==> config.mk <==
export PLATFORM = sky130hd
export DESIGN_NAME = useq_loader
export DESIGN_NICKNAME = d
export VERILOG_FILES = /design/src/rtl/useq_loader.sv
export SDC_FILE = /design/constraint.sdc
export NUM_CORES = 2
export LEC_CHECK = 0
export BUFFER_PORTS_ARGS = -buffer_cell sky130_fd_sc_hd__buf_2
export CORE_MARGIN = 4
export CORE_UTILIZATION = 55
export DETAILED_ROUTE_END_ITERATION = 10
export GPL_TIMING_DRIVEN = 0
export HOLD_SLACK_MARGIN = 0.12
export PLACE_DENSITY_LB_ADDON = 0.12
export SLEW_MARGIN = 20
export SYNTH_ARGS = -nofsm -noshare
export SYNTH_HDL_FRONTEND = slang
export SYNTH_SLANG_ARGS = --single-unit
==> constraint.sdc <==
create_clock -name clk -period 5.6 [get_ports clk]
set_input_delay 1.12 -clock clk [delete_from_list [all_inputs] [get_ports clk]]
set_output_delay 1.12 -clock clk [all_outputs]
set_load 0.01 [all_outputs]
==> src/rtl/useq_loader.sv <==
// Byte-stream loader for a microsequencer program RAM: header, length, data, zero-fill, checksum, then release core reset.
// Program RAM reads are combinational; s_ready drops only while the tail of the RAM is being zero-filled.
module useq_loader #(
  parameter logic [7:0]  HEADER  = 8'hA5,
  parameter logic [15:0] TIMEOUT = 16'hFFFF
) (
  input  logic       clk,
  input  logic       rst,
  input  logic [7:0] s_data,
  input  logic       s_valid,
  output logic       s_ready,
  output logic       core_rst_n,
  input  logic [7:0] core_addr,
  output logic [7:0] core_data,
  output logic       busy,
  output logic       done,
  output logic       err
);

  typedef enum logic [2:0] {
    S_IDLE,
    S_LEN,
    S_DATA,
    S_FILL,
    S_CSUM,
    S_RUN
  } state_t;

  state_t      r_state;
  state_t      w_state_nxt;
  logic [8:0]  r_len;
  logic [8:0]  w_len_nxt;
  logic [7:0]  r_addr;
  logic [7:0]  w_addr_nxt;
  logic [7:0]  r_csum;
  logic [7:0]  w_csum_nxt;
  logic [15:0] r_tcnt;
  logic [15:0] w_tcnt_nxt;
  logic        r_err;
  logic        w_err_nxt;
  logic        r_core_rst_n;

  logic        w_accept;
  logic        w_timed;
  logic        w_last_data;
  logic        w_ram_we;
  logic [7:0]  w_ram_wdat;

  logic [7:0]  r_ram [0:255];

  assign s_ready     = (r_state != S_FILL);
  assign w_accept    = s_valid & s_ready;
  assign w_timed     = (r_state == S_LEN) || (r_state == S_DATA) || (r_state == S_CSUM);
  // 9-bit compare so a 256-byte frame ends at address 255 and lets r_addr wrap to 0
  assign w_last_data = (({1'b0, r_addr} + 9'd1) == r_len);

  assign busy       = w_timed || (r_state == S_FILL);
  assign done       = (r_state == S_RUN);
  assign err        = r_err;
  assign core_rst_n = r_core_rst_n;
  assign core_data  = r_ram[core_addr];

  always_comb begin
    w_state_nxt = r_state;
    w_len_nxt   = r_len;
    w_addr_nxt  = r_addr;
    w_csum_nxt  = r_csum;
    w_tcnt_nxt  = 16'd0;
    w_err_nxt   = r_err;
    w_ram_we    = 1'b0;
    w_ram_wdat  = s_data;

    case (r_state)
      S_IDLE, S_RUN: begin
        if (w_accept && (s_data == HEADER)) begin
          w_state_nxt = S_LEN;
          w_err_nxt   = 1'b0;
        end
      end
      S_LEN: begin
        if (w_accept) begin
          w_len_nxt   = (s_data == 8'h00) ? 9'd256 : {1'b0, s_data};
          w_addr_nxt  = 8'h00;
          w_csum_nxt  = 8'h00;
          w_state_nxt = S_DATA;
        end
      end
      S_DATA: begin
        if (w_accept) begin
          w_ram_we   = 1'b1;
          w_addr_nxt = r_addr + 8'd1;
          w_csum_nxt = r_csum + s_data;
          if (w_last_data) begin
            w_state_nxt = (r_len == 9'd256) ? S_CSUM : S_FILL;
          end
        end
      end
      S_FILL: begin
        w_ram_we   = 1'b1;
        w_ram_wdat = 8'h00;
        w_addr_nxt = r_addr + 8'd1;
        if (r_addr == 8'hFF) begin
          w_state_nxt = S_CSUM;
        end
      end
      S_CSUM: begin
        if (w_accept) begin
          if (s_data == r_csum) begin
            w_state_nxt = S_RUN;
          end else begin
            w_state_nxt = S_IDLE;
            w_err_nxt   = 1'b1;
          end
        end
      end
      default: begin
        w_state_nxt = S_IDLE;
      end
    endcase

    // An accepted byte always beats an expiring idle count.
    if (w_timed && !w_accept) begin
      if (r_tcnt == (TIMEOUT - 16'd1)) begin
        w_state_nxt = S_IDLE;
        w_err_nxt   = 1'b1;
      end else begin
        w_tcnt_nxt = r_tcnt + 16'd1;
      end
    end
  end

  always_ff @(posedge clk or posedge rst) begin
    if (rst) begin
      r_state      <= S_IDLE;
      r_len        <= 9'd0;
      r_addr       <= 8'h00;
      r_csum       <= 8'h00;
      r_tcnt       <= 16'd0;
      r_err        <= 1'b0;
      r_core_rst_n <= 1'b0;
    end else begin
      r_state      <= w_state_nxt;
      r_len        <= w_len_nxt;
      r_addr       <= w_addr_nxt;
      r_csum       <= w_csum_nxt;
      r_tcnt       <= w_tcnt_nxt;
      r_err        <= w_err_nxt;
      r_core_rst_n <= (w_state_nxt == S_RUN);
    end
  end

  // Program RAM survives reset so an aborted load leaves earlier bytes intact.
  always_ff @(posedge clk) begin
    if (w_ram_we) begin
      r_ram[r_addr] <= w_ram_wdat;
    end
  end

endmodule

==> After elaboration in Yosys (flattened, before gate mapping) <==
Memory sizes are Yosys's and may differ from the RTL's.
Index checks and enable logic that the tools add are counted.
{ "op_classes": {"n_addsub": 4, "n_mul": 0, "div_mod_pow": 0, "order_cmp": 0, "eq_ne": 15, "n_shift": 0, "n_mux": 30, "bitwise": 1, "reduce_logical": 14} }
{ "op_table": {"columns": ["op", "n"], "rows": [
  ["$mux W16", 2],
  ["$mux W8", 4],
  ["$mux W3", 10],
  ["$pmux W8 S3", 1],
  ["$add A16 B1 Y16 const B", 1],
  ["$eq A16 B16 Y1 const B", 1],
  ["$eq A8 B8 Y1 const B", 2],
  ["$pmux W8 S2", 1],
  ["$pmux W3 S5", 1],
  ["$add A8 B1 Y9 const B", 1],
  ["$eq A3 B3 Y1 const B", 3],
  ["$eq A9 B9 Y1", 1],
  ["$eq A9 B9 Y1 const B", 1],
  ["$mux W9", 1],
  ["$add A8 B1 Y8 const B", 1],
  ["$add A8 B8 Y8", 1],
  ["$eq A8 B8 Y1", 1],
  ["$logic_not A8 Y1", 1],
  ["$mux W1", 8],
  ["$eq A3 B2 Y1 const B", 2],
  ["$reduce_and A3 Y1", 2],
  ["$ne A2 B2 Y1 const B", 2],
  ["$pmux W1 S2", 2],
  ["$eq A3 B1 Y1 const B", 1],
  ["10 further kinds", 13]
]} }
{ "totals": {"register_bits": 46, "latch_bits": 0, "mem_bits_rw": 2048, "romBits": 0, "input_bits": 19, "word_cells": 72, "mem_count": 1} }
{ "memory_table": {"columns": ["memory", "depth", "width", "rd", "rd_ports_with_merged_regs", "wr", "line", "rtl"], "rows": [
  ["r_ram", 256, 8, 1, 0, 1, "49", "logic [7:0] r_ram [0:255];"]
]} }

==> Depth between registers and ports, before layout <==
{ "logic_depth": {"depth_word": 8, "mapped_depth": 11, "depth_no_buf": 9} }

==> Worst setup path before layout <==
Ideal clock, no wire load.
{ "synth_timing": {"path_kind": "input to register", "start": "input s_data[0]", "end": "memory r_ram[0][0], data pin", "setup_ps": 866, "t_arrival_ps": 4364, "required_ps": 4734, "slack_ps": 369, "path_stages": 1, "n_path_buf": 0, "cell_sequence": "and2_1"} }
{ "synth_between": {"elab_chain_len": 1} }
{ "synth_rtl": {"columns": ["item", "line", "rtl"], "rows": [
  ["start, declared", "9", "input logic [7:0] s_data,"],
  ["$mux W8", "73", "case (r_state)"],
  ["end, declared", "49", null]
]} }
Every way passes these cells.

==> Final worst setup path <==
{ "layout_timing": {"start": "input core_addr[0]", "end": "output core_data[3]"} }
{ "layout_between": {"elab_chain_len": 1} }
{ "layout_rtl": {"columns": ["item", "line", "rtl"], "rows": [
  ["start, declared", "13", "input logic [7:0] core_addr,"],
  ["$mem_v2 Z256 W8", null, null],
  ["end, declared", "14", "output logic [7:0] core_data,"]
]} }
Every way passes these cells.

==> run_results.csv <==
group,metric,value,unit
pwr,powerDensity,397,nW/µm²
final_layout,final.fill_count,10100,
critical_path,startpoint_type,"primary input",
routing,first_iter_violations,6480,
critical_path,crit_type,"primary input to primary output",
routing,wl,234000,µm
placement,hpwl,157000,µm
synthesis,synth_top_cell_area_share,0.750,
synthesis,async_flop_share,0.0220,
die,die_area,155000,µm²
die,core_area,148000,µm²
global_route,grt_use_total,0.303,
routing,vias,42300,
synthesis,netlist_instances,3864,
synthesis,ys.warnings.count,0,
die,die_y,394,µm
synthesis,yosysTopAreaCell,"edfxtp_1",
synthesis,synth_common_cells,"2048 x edfxtp_1, 528 x mux4_2, 294 x nor2_1, 112 x mux2i_1, 111 x clkbuf_1",
global_route,grt_pass1_wl,325000,µm
sta,maxSlewHeadroom,0.136,
sta,period_share,1.01,
min_path,hold_class,"primary input to asynchronous set/reset pin",
clock_network,htree_levels,4,
final_layout,nets,4182,
routing,vias_per_cell,6.75,
critical_path,required,4480,ps
pwr,p_sw_frac,0.249,
synthesis,synth_top_flop_cell,"edfxtp_1",
clock_network,clk_pin_slew_worst_paths,60,ps
sta,setup_slack,-47.0,ps
clock_network,cts-buffers-inserted,207,
pwr,intPower,27.6,mW
final_layout,layout-drive-gt1-share,0.255,
sta,maxSlewViolCount,0,
sta,skew,31.5,ps
synthesis,synth-edff-count,2048,
outcome,violations,"negative setup slack",
pwr,clkPwrFrac,0.373,
sta,hold_violations,0,
pwr,fin_total_pwr,36.8,mW
pwr,power_frac_comb,0.123,
clock_network,root_buffer,"clkbuf_16",
critical_path,crit_fanout,10,
routing,ant_nets,0,
placement,gp_congestion,0.920,
pwr,p_sw,9.17,mW
routing,wire_per_inst,37.3,µm
global_route,antenna_found_initial,11,
final_layout,fin_util,0.627,
critical_path,critPathCaptureType,"primary output",
clock_network,cts_tree,"yes",
final_layout,syn_to_final_growth,13.1,%
die,die_w,394,µm
clock_network,clkLatencyLatePin,850,ps
sta,rsz0062_at_grt,"false",
sta,setup_viol,4,
synthesis,postSynthNetCount,3897,
die,initial_core_util,0.554,
synthesis,synth_most_common_cell,"edfxtp_1",
synthesis,synth.avg_cell_area,21.2,µm²
clock_network,clockBufferDepth,3,
pwr,ir_drop,0.000356,V
flow_run,cap_violations,0,
synthesis,yosys-top-cells-area,"edfxtp_1 75%, mux4_2 15%, dfrtp_1 1.4%, mux2i_1 1.4%, nor2_1 1.3%",
critical_path,crit_arrival,4530,ps
die,std_cell_rows,141,
placement,pre_cts_ws,-890,ps
pwr,pwr-share-seq,0.504,
global_route,grt_pass1_vias,41500,
synthesis,synth_cell_types,62,
synthesis,ys_ff_latch,2094,
sta,min_period,5650,ps
outcome,status,"finished with violations",
die,io_pins,32,
global_route,grt_max_degree,78,
synthesis,syn_area,81900,µm²
sta,worst_pin_slew,1260,ps
global_route,grt_overflow,0,
synthesis,ys_seq_area_frac,0.765,
routing,drc,0,
pwr,leakage,29.7,nW
routing,wl_met1,90500,µm
routing,dr.max_layer_used,"met5",
routing,route.met2.wl,103000,µm
routing,wl_met3,29300,µm
clock_network,numClockSinks,2094,
placement,io_buffer_count,26,
routing,first_pass_iters,6,
sta,clock.fmax,177,MHz
clock_network,cts_setup_buffers,0,
cell families after synthesis:
logic type	synth area share
fa+ha+maj	0.00223
buf+inv	0.0163
simple gates	0.0297
compound gates	0.0239
mux	0.160
flops	0.765
xor+xnor	0.00331
flip-flops by register name, summed over array words and instances, names as in the netlist:
name        flops
core_rst_n      1
err             1
r_addr          8
r_csum          8
r_len           9
r_ram        2048
r_state         3
r_tcnt         16
per-layer routing:
| metal | vias to the layer above | GRT usage |
|---|---|---|
| li1 | 16700 | - |
| met1 | 22300 | 0.440 |
| met2 | 2705 | 0.435 |
| met3 | 487 | 0.0970 |
| met4 | 4 | 0.118 |
| met5 | - | 0 |
final timing paths:
| kind | start | endpoint | slack (ps) | cells past startpoint |
|---|---|---|---|---|
| max in group asynchronous | rst | r_len[7] | 4740 | 3 |
| min in group clk | r_csum[7] | r_csum[7] | 510 | 1 |
| max | core_addr[0] | core_data[3] | -50 | 12 |
| min | rst | r_tcnt[7] | 340 | 2 |
| min reg2reg | r_csum[7] | r_csum[7] | 510 | 1 |
| max reg2reg | r_state[2] | r_ram[162][6] | 1410 | 7 |
cell usage in the layout (no fill, tap or decap), drive strengths merged, types with 11 or more instances in the layout:
| master | instances |
|---|---|
| a21oi | 61 |
| a22o | 11 |
| a22oi | 81 |
| and2 | 16 |
| and3 | 16 |
| buf | 192 |
| bufinv | 19 |
| clkbuf | 383 |
| clkinv | 93 |
| dfrtp | 46 |
| edfxtp | 2048 |
| ha | 13 |
| inv | 15 |
| mux2i | 112 |
| mux4 | 528 |
| nand2 | 79 |
| nand3 | 37 |
| nand4 | 23 |
| nor2 | 294 |
| nor2b | 15 |
| nor3 | 30 |
| o21ai | 23 |
| o221ai | 30 |
| o22ai | 22 |
| xnor2 | 16 |
| xor2 | 15 |
power by group through the flow:
| stage | registers, mW | clock network [mW] | logic [mW] |
|---|---|---|---|
| after CTS | 18.6 | 13.8 | 4.43 |
| after floorplan | 19.2 | 0 | 1.99 |
| after detailed placement | 18.9 | 0 | 4.42 |
| after global routing | 18.6 | 14.5 | 4.70 |
| final | 18.6 | 13.7 | 4.53 |
| after global placement | 19.6 | 0 | 3.74 |
critical path, stage by stage:
cell and delay, ps:
buf_6 140, buf_8 180, or3b_1 380, buf_2 170
clkbuf_1 360, o221ai_1 380, a21oi_1 140, a21oi_1 350
nand4_1 280, and3_1 370, nor3_2 420, buf_2 210
repair_timing:
| item | in CTS | in global routing |
|---|---|---|
| hold buffers | 0 | 0 |
| setup endpoints to repair | 8 | 7 |
| resized for setup | 73 | 22 |
per-stage QoR:
stage	hold slack, ps	TNS (ps)	instances	instance area, µm²
after floorplan	466	0	3864	81900
after global placement	483	-7813340	5820	84500
after detailed placement	493	-5610	5868	85800
after CTS	308	0	6252	92600
after global routing	370	0	6254	92700
final	342	-105	6261	92700
layout make-up:
class                      count  area, µm²  share of cell area
sequential                  2094      62700               0.676
multi-input combinational   1522      18100               0.195
clock buffer                 269       5620              0.0607
tap                         1930       2410              0.0260
buffer                       235       1460              0.0157
timing repair buffer          76       1380              0.0149
clock inverter               115       1030              0.0111
inverter                      13       48.8            0.000526
antenna                        7       17.5            0.000189
Note: power is estimated with default switching activity, not from simulation.
